## src/rtl/hub75_pkg.sv

```systemverilog
// Shared types for the HUB75 slice loader: pixel and bundle layout plus sweep FSM states.
package hub75_pkg;

  localparam int unsigned RGB_RES  = 9;
  localparam int unsigned NUM_COLS = 64;

  typedef logic [RGB_RES-1:0]    pixel_t;
  typedef pixel_t [NUM_COLS-1:0] half_column_t;
  typedef half_column_t [1:0]    column_bundle_t;

  typedef enum logic [1:0] {
    ST_IDLE    = 2'd0,
    ST_FETCH   = 2'd1,
    ST_HANDOFF = 2'd2
  } state_t;

endpackage

```

## src/rtl/mem_read_pipe.sv

```systemverilog
// Tags frame-memory returns: a LATENCY-deep valid/index shift register aligned with the memory read latency.
module mem_read_pipe #(
  parameter int unsigned LATENCY = 2,
  parameter int unsigned IDX_W   = 7
) (
  input  logic             clk_in,
  input  logic             rst_n_in,
  input  logic             issue_valid,
  input  logic [IDX_W-1:0] issue_idx,
  output logic             ret_valid,
  output logic [IDX_W-1:0] ret_idx
);

  logic [LATENCY-1:0] vld;
  logic [IDX_W-1:0]   idx [LATENCY];

  always_ff @(posedge clk_in or negedge rst_n_in) begin
    if (!rst_n_in) begin
      vld <= '0;
      for (int unsigned i = 0; i < LATENCY; i++) idx[i] <= '0;
    end else begin
      vld[0] <= issue_valid;
      idx[0] <= issue_idx;
      for (int unsigned i = 1; i < LATENCY; i++) begin
        vld[i] <= vld[i-1];
        idx[i] <= idx[i-1];
      end
    end
  end

  assign ret_valid = vld[LATENCY-1];
  assign ret_idx   = idx[LATENCY-1];

endmodule

```

## src/rtl/hub75_slice_loader.sv

```systemverilog
// Sweeps all scan rows of a requested angular slice from frame memory into double-buffered
// 2 x NUM_COLS pixel bundles handed to the HUB75 column driver over a valid/ready stream.
module hub75_slice_loader #(
  parameter  int unsigned ROTATIONAL_RES = 1024,
  parameter  int unsigned NUM_COLS       = hub75_pkg::NUM_COLS,
  parameter  int unsigned SCAN_RATE      = 32,
  parameter  int unsigned RGB_RES        = hub75_pkg::RGB_RES,
  parameter  int unsigned MEM_LATENCY    = 2,
  localparam int unsigned TW             = $clog2(ROTATIONAL_RES),
  localparam int unsigned SW             = $clog2(SCAN_RATE),
  localparam int unsigned PW             = $clog2(NUM_COLS),
  localparam int unsigned AW             = TW + SW + 1 + PW
) (
  input  logic                                    clk_in,
  input  logic                                    rst_n_in,
  input  logic [TW-1:0]                           theta_in,
  input  logic                                    theta_valid_in,
  output logic [AW-1:0]                           mem_addr,
  output logic                                    mem_en,
  input  logic [RGB_RES-1:0]                      mem_data,
  output logic [1:0][NUM_COLS-1:0][RGB_RES-1:0]   column_data,
  output logic [SW-1:0]                           col_index,
  output logic                                    tvalid,
  input  logic                                    tready,
  output logic                                    busy,
  output logic [7:0]                              drop_count
);
  import hub75_pkg::*;

  localparam int unsigned IW = PW + 1;
  localparam logic [IW:0]   ISSUE_END = (IW+1)'(2 * NUM_COLS);
  localparam logic [IW-1:0] LAST_IDX  = IW'(2 * NUM_COLS - 1);
  localparam logic [SW-1:0] LAST_ROW  = SW'(SCAN_RATE - 1);

  typedef logic [1:0][NUM_COLS-1:0][RGB_RES-1:0] bundle_t;

  state_t          state, state_nxt;
  logic [TW-1:0]   theta_cur, pend_theta, start_theta;
  logic            pend_valid;
  logic [SW-1:0]   scan_row;
  logic [IW:0]     issue_cnt;
  logic            ret_valid;
  logic [IW-1:0]   ret_idx;
  bundle_t         bank [2];
  logic            fill_ptr;
  logic            out_free, swap, start_new, last_row, last_ret, final_ho;
  logic            pend_store, drop_inc;

  mem_read_pipe #(
    .LATENCY (MEM_LATENCY),
    .IDX_W   (IW)
  ) u_read_pipe (
    .clk_in      (clk_in),
    .rst_n_in    (rst_n_in),
    .issue_valid (mem_en),
    .issue_idx   (issue_cnt[IW-1:0]),
    .ret_valid   (ret_valid),
    .ret_idx     (ret_idx)
  );

  assign out_free = !tvalid || tready;
  assign last_row = (scan_row == LAST_ROW);
  assign last_ret = ret_valid && (ret_idx == LAST_IDX);
  assign final_ho = (state == ST_HANDOFF) && out_free && last_row;

  always_ff @(posedge clk_in or negedge rst_n_in) begin
    if (!rst_n_in) state <= ST_IDLE;
    else           state <= state_nxt;
  end

  always_comb begin
    state_nxt   = state;
    mem_en      = 1'b0;
    swap        = 1'b0;
    start_new   = 1'b0;
    start_theta = theta_in;
    unique case (state)
      ST_IDLE: begin
        if (theta_valid_in) begin
          start_new = 1'b1;
          state_nxt = ST_FETCH;
        end
      end
      ST_FETCH: begin
        mem_en = (issue_cnt != ISSUE_END);
        if (last_ret) state_nxt = ST_HANDOFF;
      end
      ST_HANDOFF: begin
        if (out_free) begin
          swap = 1'b1;
          // A request landing on the final handoff outranks the pending slot
          if (!last_row) begin
            state_nxt = ST_FETCH;
          end else if (theta_valid_in) begin
            start_new = 1'b1;
            state_nxt = ST_FETCH;
          end else if (pend_valid) begin
            start_new   = 1'b1;
            start_theta = pend_theta;
            state_nxt   = ST_FETCH;
          end else begin
            state_nxt = ST_IDLE;
          end
        end
      end
      default: state_nxt = ST_IDLE;
    endcase
  end

  always_comb begin
    pend_store = theta_valid_in && (state != ST_IDLE) && !final_ho;
    drop_inc   = theta_valid_in && (state != ST_IDLE) && pend_valid;
  end

  always_ff @(posedge clk_in or negedge rst_n_in) begin
    if (!rst_n_in) begin
      theta_cur  <= '0;
      pend_theta <= '0;
      pend_valid <= 1'b0;
      scan_row   <= '0;
      issue_cnt  <= '0;
      bank[0]    <= '0;
      bank[1]    <= '0;
      fill_ptr   <= 1'b0;
      col_index  <= '0;
      tvalid     <= 1'b0;
      drop_count <= '0;
    end else begin
      if (start_new) theta_cur <= start_theta;

      if (final_ho)        pend_valid <= 1'b0;
      else if (pend_store) pend_valid <= 1'b1;
      if (pend_store) pend_theta <= theta_in;

      if (drop_inc && drop_count != 8'hFF) drop_count <= drop_count + 8'd1;

      if (last_ret)    issue_cnt <= '0;
      else if (mem_en) issue_cnt <= issue_cnt + 1'b1;

      if (ret_valid) bank[fill_ptr][ret_idx[PW]][ret_idx[PW-1:0]] <= mem_data;

      if (swap) begin
        fill_ptr  <= ~fill_ptr;
        col_index <= scan_row;
        scan_row  <= last_row ? '0 : scan_row + 1'b1;
      end

      tvalid <= swap || (tvalid && !tready);
    end
  end

  assign column_data = bank[~fill_ptr];
  assign mem_addr    = mem_en ? {theta_cur, scan_row, issue_cnt[IW-1:0]} : '0;
  assign busy        = (state != ST_IDLE);

endmodule
```

## config.mk

```make
export PLATFORM = sky130hd
export DESIGN_NAME = hub75_slice_loader
export DESIGN_NICKNAME = d
export VERILOG_FILES = /design/src/rtl/hub75_pkg.sv /design/src/rtl/mem_read_pipe.sv /design/src/rtl/hub75_slice_loader.sv
export SDC_FILE = /design/constraint.sdc
export NUM_CORES = 2
export LEC_CHECK = 0
export CAP_MARGIN = 20
export CORE_ASPECT_RATIO = 0.9
export CORE_MARGIN = 5
export CORE_UTILIZATION = 45
export CTS_CLUSTER_SIZE = 16
export DETAILED_ROUTE_END_ITERATION = 16
export MAX_ROUTING_LAYER = met4
export PLACE_DENSITY = 0.66
export SYNTH_ARGS = -nofsm -noshare
export SYNTH_HDL_FRONTEND = slang
export SYNTH_SLANG_ARGS = --single-unit
```

## constraint.sdc

```tcl
create_clock -name clk_in -period 5.6 [get_ports clk_in]
set_clock_uncertainty 0.05 [all_clocks]
set_input_delay 1.12 -clock clk_in [delete_from_list [all_inputs] [get_ports clk_in]]
set_output_delay 1.12 -clock clk_in [all_outputs]
set_load 0.02 [all_outputs]
```

==> results.ini <==
[floorplanning]
die_height_um = 464
row_count = 166
floorplan.core_area_um2 = 228000
floorplan_die_area_um2 = 239000
floorplan.die.width_um = 515
start_util = 0.453
pin_count = 1213

[placed_design]
dpl.hpwl_um = 232000
post_dp_cell_area_um2 = 119000
buffer_ports.inserted = 1212
preCtsSetupSlack_ns = 1.50
finalWeightedCongestion = 0.865

[route]
routed-via-count = 61735
drt_first_pass_iters = 5
first_iter_violations = 3383
remaining_drc_errors = 0
drt-wirelength-per-cell_um = 30.5
detail_route.wirelength_um = 339000
drtAntennaViolNets = 0
drt-vias-per-instance = 5.54

[clock_network]
ctsResizeCount = 0
clock-root-buffer = clkbuf_16
clock_insertion_delay_worst_skew_ns = 0.86
cts.htree.levels = 4
tritoncts_clock_tree = built
cts.reportedPaths.clkPinSlew_ns = 0.06
cts_sinks = 2371
cts-buffers-inserted = 239
post_cts_setup_buffer_count = 0
cts-root-to-sink-buffers = 3
cts_hold_buf = 0

[logic_synthesis]
syn-num-nets = 6798
synth.yosys.warnings = 0
async_reset_ff_frac = 1.00
synthFlopType = dfrtp_1
netlist_area_um2 = 103000
syn_inst = 6770
synth-seq-area-share = 0.575
synth_cell_type_count = 46
yosys_register_bits = 2371
edff_count_synth = 0
postSynthAreaPerCell_um2 = 15.2

[layout]
area_growth_pct = 23.2
finish.instance_area_um2 = 127000
layout_commonest_cell = mux2_2
regArea_um2 = 59300
num-nets-final = 7929
area_of_the_multi_input_gates_um2 = 42100
mostFrequentLayoutCells = mux2_2, dfrtp_1, clkdlybuf4s50_1
layout.core_utilization = 0.558
filler_cell_count = 18278
layout-drive-gt1-share = 0.521

[power_and_ir_drop]
power_leakage_nw = 57.3
vdd_drop_max_mv = 0.290
total_power_of_the_final_layout_mw = 43.9
pwr_density_cell_nw_per_um2 = 345
p_int_mw = 32.3
power.net_switching_mw = 11.6
share_seq_of_total_power = 0.478
swShare = 0.265
share_comb_of_total_power = 0.145
power.clock.fraction = 0.377

[flow_run]
max_cap_violations = 0

[timing]
final.period_utilization = 0.896
worst_slew_margin_rel = 0.194
worst_pin_slew_ns = 1.21
rsz0062_at_grt = no
setup_total_negative_slack_ns = 0
min_period_ns = 5.02
drv_slew = 0
timing.fmax_mhz = 199
finalHoldViolations = 0
layout_setup_ws_ns = 0.580
setup_viol_count_final = 0

[setup_path]
critical-path-slowest-cell = dfrtp_4
crit_path_cell_trace = buf_12 > mux2_2 > clkdlybuf4s50_1
critical-path-max-stage-delay_ns = 1.09
critical_path.top_delay_family = flip-flops
timing.critical_path.fanout_max = 136
worstPathArrival_ns = 3.85
timing.setup.critical_path_class = flip-flop to primary output
critical_path_required_ns = 4.43
crit_path_start_kind = flip-flop
crit_path_end_kind = primary output
cp_buf_inv_count = 2

[global_routing]
grt_antenna_before_repair = 2
global_route_wire_length_before_repair_um = 489000
grt_use_total = 0.288
overall_overflow_remaining_after_global_route = 0
number_of_global_route_vias_before_repair = 66355
grt_max_degree = 153

[status]
status = finished, final reports clean

[hold_path]
hold_path_class = input pin to async pin

## synthesized netlist by cell type, types with 2 or more instances
cell | n | share of area
and2_0 | 3 | 0.00018
nand2b_1 | 12 | 0.00073
ha_1 | 5 | 0.00061
buf_4 | 2 | 0.00015
nor3_1 | 8 | 0.00039
o21ai_0 | 7 | 0.00034
a21oi_1 | 5 | 0.00024
nor2_2 | 119 | 0.0072
buf_1 | 16 | 0.00058
or2_2 | 4 | 0.00024
xor2_1 | 8 | 0.00068
and3_1 | 3 | 0.00018
nand2_2 | 64 | 0.0039
mux2_1 | 5 | 0.00055
and2_1 | 26 | 0.0016
buf_2 | 65 | 0.0032
nor3_2 | 3 | 0.00029
or3_1 | 4 | 0.00024
nand2_1 | 100 | 0.0036
xnor2_1 | 5 | 0.00042
dfrtp_1 | 2371 | 0.58
and4b_1 | 4 | 0.00039
nor4_4 | 3 | 0.00062
nand3_1 | 8 | 0.00039
nor2b_1 | 11 | 0.00067
nand4_1 | 4 | 0.00024
clkbuf_1 | 356 | 0.013
inv_1 | 4 | 0.00015
mux2_2 | 3490 | 0.38
nand4bb_1 | 3 | 0.00033
nor2_1 | 35 | 0.0013
nor4_1 | 2 | 0.00012
nor4b_1 | 2 | 0.00017
## kinds of logic (layout without fill, tap and decap cells)
logic type               count (synthesis)  count (layout)  synth area share
other                                    0               3                 0
multiplexers                          3496            3496             0.382
adder cells (fa/ha/maj)                  5               5          0.000607
buffers and inverters                  443            1787            0.0170
AND/OR/NAND/NOR                        422             422            0.0232
XOR/XNOR                                13              13           0.00110
flip-flops                            2371            2371             0.575
AO/OA/AOI/OAI                           20              20           0.00116
## cell type report
| class | count | share of cell area |
|---|---|---|
| flip-flops and latches | 2371 | 0.467 |
| multi-input cells | 3956 | 0.332 |
| well taps | 3024 | 0.0298 |
| repair buffers | 1329 | 0.107 |
| diodes | 3 | 0.0000591 |
| inverters | 4 | 0.000118 |
| clock inverters | 79 | 0.00730 |
| clock buffers | 375 | 0.0574 |
## worst reg2reg max path: stages, from the launching register on
cell and delay [ns]:
dfrtp_4 0.83, buf_4 0.46, nor2_1 0.59, nand2_1 0.67, nor2_2 0.89, mux2_2 0.42
## registers in the layout, indices dropped and copies added (netlist names)
name	cells
bank	2304
col_index	5
drop_count	8
fill_ptr	1
issue_cnt	8
pend_theta	10
pend_valid	1
scan_row	5
state	2
theta_cur	10
tvalid	1
u_read_pipe.idx	7
u_read_pipe.ret_idx	7
u_read_pipe.vld	2
## metrics by stage
stage	hold WS [ns]	std cells
floorplan	0.281	6770
global placement	0.282	10682
detailed placement	0.285	10684
CTS	0.115	11138
global route	0.0775	11138
finish	0.0656	11141
## power groups by stage
stage / sequential [mW] / combinational (mW) / clock [mW]
2_1_floorplan: 20.8 / 3.95 / 0
3_3_place_gp: 21.1 / 6.28 / 0
3_5_place_dp: 21.3 / 6.46 / 0
4_1_cts: 21.0 / 6.49 / 16.9
5_1_grt: 21.3 / 6.82 / 17.6
6_report: 21.0 / 6.36 / 16.6
## per-layer routing
layer  up-vias  share of wire  track usage
met3       555          0.072       0.0814
li1      26394              -            -
met4         0          0.061        0.140
met1     33129           0.41        0.358
met2      1657           0.45        0.434
met5         -              0            -
## final timing paths
| kind | from | endpoint | slack [ns] | cells after the start |
|---|---|---|---|---|
| max | fill_ptr$_DFFE_PN0N_ | column_data[729] | 0.58 | 3 |
| min | rst_n_in | bank[1234]$_DFFE_PN0P_ | 0.07 | 1 |
| max reg2reg | fill_ptr$_DFFE_PN0N_ | bank[1712]$_DFFE_PN0P_ | 1.55 | 5 |
| min reg2reg | u_read_pipe.idx[9]$_DFF_PN0_ | u_read_pipe.ret_idx[2]$_DFF_PN0_ | 0.30 | 0 |
| max in group asynchronous | rst_n_in | bank[513]$_DFFE_PN0P_ | 3.75 | 3 |
| min in group clk_in | u_read_pipe.idx[9]$_DFF_PN0_ | u_read_pipe.ret_idx[2]$_DFF_PN0_ | 0.30 | 0 |
(Power assumes the default switching activity.)
